===== config.mk =====
export PLATFORM = sky130hd
export DESIGN_NAME = sat_cnt
export DESIGN_NICKNAME = d
export VERILOG_FILES = /design/src/rtl/lfsr1_chk_sat_cnt.sv
export SDC_FILE = /design/constraint.sdc
export NUM_CORES = 1
export LEC_CHECK = 0
export ABC_AREA = 1
export ABC_CLOCK_PERIOD_IN_PS = 1700
export CORE_ASPECT_RATIO = 1.5
export CORE_MARGIN = 2
export CORE_UTILIZATION = 45
export CTS_CLUSTER_SIZE = 40
export DETAILED_ROUTE_END_ITERATION = 12
export PLACE_DENSITY = 0.78
export SETUP_SLACK_MARGIN = 0.2
export SLEW_MARGIN = 10
export SYNTH_ARGS = -nofsm -noshare
export SYNTH_HDL_FRONTEND = slang
export SYNTH_SLANG_ARGS = --single-unit

===== constraint.sdc =====
create_clock -name clk -period 1.7 [get_ports clk]
set_clock_uncertainty 0.15 [all_clocks]
set_input_delay 0.34 -clock clk [delete_from_list [all_inputs] [get_ports clk]]
set_output_delay 0.34 -clock clk [all_outputs]
set_load 0.05 [all_outputs]

===== src/rtl/lfsr1_chk_sat_cnt.sv =====
// sat_cnt: saturating up-counter with synchronous clear.
//   clk     rising-edge clock
//   resetn  asynchronous active-low reset
//   clear   clears the count; when inc is also high the result is 1
//   inc     count up by one, holding at all-ones
//   count   current count, W bits
module sat_cnt #(
    parameter int W = 16
) (
    input  logic         clk,
    input  logic         resetn,
    input  logic         clear,
    input  logic         inc,
    output logic [W-1:0] count
);

    always_ff @(posedge clk or negedge resetn) begin
        if (!resetn) begin
            count <= '0;
        end else if (clear) begin
            count <= inc ? W'(1) : '0;
        end else if (inc && (count != '1)) begin
            count <= count + 1'b1;
        end
    end

endmodule


-- Word level (Yosys, flattened, before mapping)
Index checks and enable logic that the tools add are counted.
- register bits: 16
- bits of input ports: 4
- output and inout bits: 16
- logic and storage cells: 8
- add/sub/neg operators: 1
- equality and inequality tests: 1
- multiplexer cells: 3
- reduce and logical (&&, ||, !) cells: 2
- operator list (cell ; number):
    2-to-1 mux 16 bit ; 2
    adder 16 x 1 -> 16 bit, second input constant ; 1
    != test 16 bit, second input constant ; 1
    nonzero test 2 bit ; 1
    logical AND 1 bit ; 1
    2-to-1 mux 1 bit ; 1

-- Longest topological paths before layout
- word-level depth: 4
- depth in mapped cells: 10
- depth with buffers taken out: 9

-- Worst setup path after synthesis
No wires, ideal clock.
- kind: register -> register
- from: register count[1]
- to: register count[6]
- setup time: 120 ps
- arrival time: 1739 ps
- required time: 1430 ps
- setup slack: -309 ps
- stages on the path, launching flop included: 10
- cell sequence: dfrtp_1 > ha_1 > nand2_1 > nor2_4 > nand2_2 > nor2_2 > nor2_1 > buf_2 > nand3_1 > nand2_1
- cells in the longest elaborated chain, start to end: 3
- elaborated cells on any way between the ends: 6
- ends and longest elaborated chain (element ; RTL line ; RTL):
    start, declared ; 14 ; output logic [W-1:0] count
    start signal, assigned ; 21 ; count <= inc ? W'(1) : '0;
    start signal, assigned ; 23 ; count <= count + 1'b1;
    adder 16 x 1 -> 16 bit / != test 16 bit (equally long branches) ; 23, 22 ;
    2-to-1 mux 16 bit / logical AND 1 bit (equally long branches) ; 22 ; end else if (inc && (count != '1)) begin
    2-to-1 mux 16 bit / nonzero test 2 bit (equally long branches) ; - ;
Several ways; a longest one is shown, not always the timed one. The select of a mux whose other input is x is not followed.
A chain may end at the register's enable or synchronous reset.

-- Worst setup path in the final report
- from: register count[10]
- to: output port count[10]
No word-level cell between the ends.

==> metrics.cfg <==
[outcome]
status=complete, no violations

[clocking]
htreeDepth=1
clock-root-buffer=clkbuf_4
clkTransAtPathRegs_ns=0.11
clock_sinks=16
numCtsBuffers=3
cts_tree=yes
insertion_delay_ns=0.28
cts_buffer_depth=2

[yosys]
synth_nets=154
syn_area_sq_um=1021
ys_types=24
synthCells=149
yosysTopAreaCell=dfrtp_1
ys_top_cells_by_count=52 x nand2_1, 21 x nor2_1, 16 x dfrtp_1
syn_avg_cell_area_sq_um=6.852
yosys_warnings=0
synth.area.top_cells=dfrtp_1 39%, nand2_1 19%, nor2_1 7.7%
synth_top_cell_area_share=0.3922
synth_edf_count=0
ys_ff_latch=16
synthFlopType=dfrtp_1
synthArstFlopShare=1.000
ys_seq_area_frac=0.3922
yosysMostFrequentCell=nand2_1

[detailed_routing]
vias_per_cell=5.393
firstDrtPassIters=4
drc=0
drtIter0Drc=39
wl_per_cell_microns=13.83
vias=1154
ant_nets=0
routed_wirelength_mm=2.960

[die]
io_pins=20
die_area_sq_um=2674
dieHeight_microns=62.34
row_count=21
start_util=0.4682
dieWidth_microns=42.89
core_area_sq_um=2181

[global_routing]
antenna_found_initial=0
grt_pass1_vias=1208
grt_usage=0.2366
grt_remaining_overflow=0
grt_max_degree=17
grt_pass1_wl_mm=4.995

[critical_path]
cp.depth=3
cp_top_family=flip-flops
cp.buffers_inverters=3
startpoint=count[10]$_DFFE_PN0P_
worstSetupPathType=flop to primary output
r2r_end=count[7]$_DFFE_PN0P_
max_stage_delay_ns=0.44
worstSetupEndpointType=primary output
endpoint=count[10]
slowest_stage=dfrtp_1
crit_path_cell_trace=buf_4 > buf_6 > buf_12
crit_required_ns=1.21
cp.arrival_ns=1.13
cp_max_fo=4
r2r_start=count[1]$_DFFE_PN0P_
reg2reg_slack_ns=0.12
r2r_cells=9
crit_path_start_kind=flop

[finish]
drive_gt1_frac=0.3770
regMostFlops=count
syn_to_final_growth_pct=65.07
largest_reg_flops=16
antenna_cells=0
fill_cells=156
layout.nets=197
reg_top3=count (16)

[power]
vdd_drop_max_mv=0.6703
pwr_density_cell_nw_per_um2=493.6
p_leak_nw=0.7674

[sta]
fmax_mhz=618.9
period_share=0.9505
tightestPinTransition_ns=0.2194
setup_ws_ns=0.08421
rsz0062_at_grt=true
max_slew_margin=0.8538
setup_viol=0
maxSlewViolCount=0
layout_min_cycle_time_ns=1.616
finalHoldViolCount=0
hold-worst-slack_ns=0.2183

[place]
place_worst_setup_slack_ns=-0.1208
place_congestion=0.8670
hpwl_mm=2.055
portBuffers=19

[run]
cap_violations=0

[min_path]
hold_path.class=primary input to asynchronous set/reset pin

metrics by stage:
stage	utilization	std cells	power (mW)	setup TNS (ns)	instance area, sq um
floorplan	-	149	0.4847	-0.2006	1076
global placement	0.7068	203	0.5683	-0.06616	1541
detailed placement	0.7068	203	0.5739	-0.4625	1541
CTS	0.7544	212	0.8331	0	1645
global route	0.7728	214	0.8634	0	1685
finish	0.7728	214	0.8319	0	1685
timing repair:
item | CTS | global route
resized for setup | 11 | 7
setup buffers | 5 | 2
pin swaps | 4 | 4
hold buffers | 0 | 0
endpoints found under the setup margin | 20 | 26
cell usage in the layout, fill, tap and decap left out, types with 2 or more instances in the layout:
master,n
xnor2_1,3
nor2_2,5
nand3_1,14
nor2_4,3
nand4_1,6
clkbuf_4,3
buf_6,9
nand2_1,49
dfrtp_1,4
nor2_1,16
nand2_4,2
o21bai_1,3
buf_4,13
dfrtp_2,12
buf_12,16
nand2_2,3
inv_1,12
clkdlybuf4s50_1,3
o21ai_0,2
a21oi_1,4
logic make-up (layout without fill, tap and decap cells):
kind of cell             Yosys count  in the layout  share of synthesized area
buffers and inverters             17             59                    0.07106
AO/OA/AOI/OAI                     12             12                    0.07230
XOR/XNOR                           3              3                    0.02574
adder cells (fa/ha/maj)            1              1                    0.01225
flip-flops                        16             16                     0.3922
AND/OR/NAND/NOR                  100            100                     0.4265
layer usage:
layer | vias to the layer above | routed length (microns) | track usage
met5 | - | 0 | 0
met3 | 6 | 116 | 0.04651
met2 | 29 | 1604 | 0.4091
met1 | 560 | 1201 | 0.2839
li1 | 559 | - | -
met4 | 0 | 38 | 0.07813
how the worst min path moves through the flow:
stage,start,endpoint,depth (start not counted)
global route,resetn,count[0]$_DFFE_PN0P_,2
global placement,count[4]$_DFFE_PN0P_,count[4]$_DFFE_PN0P_,2
finish,resetn,count[11]$_DFFE_PN0P_,2
detailed placement,count[8]$_DFFE_PN0P_,count[8]$_DFFE_PN0P_,2
floorplan,resetn,count[0]$_DFFE_PN0P_,0
CTS,resetn,count[3]$_DFFE_PN0P_,2
area by class of cell:
class,instances,area [sq um],area share
Clock buffer,4,36.28,0.02153
Multi-Input combinational cell,116,599.3,0.3556
Timing Repair Buffer,41,549.3,0.3259
Inverter,14,56.30,0.03341
Sequential cell,16,415.4,0.2465
Tap cell,23,28.78,0.01707
where the power goes:
group	total [mW]	leakage (nW)	switching, mW	internal [mW]
logic	0.173	0.546	0.0937	0.0794
registers	0.400	0.200	0.0105	0.390
clock network	0.258	0.0210	0.128	0.130
worst reg2reg max path, cell delays in order (launching register included):
cell and delay [ns]:
dfrtp_2 0.44, ha_4 0.17, nand2_4 0.07, nor2_4 0.05
nand2_4 0.10, nor2_4 0.04, o21ai_2 0.19, inv_4 0.11
nand2_1 0.09, nand2_1 0.07
Power figures use the tool's default switching activity.
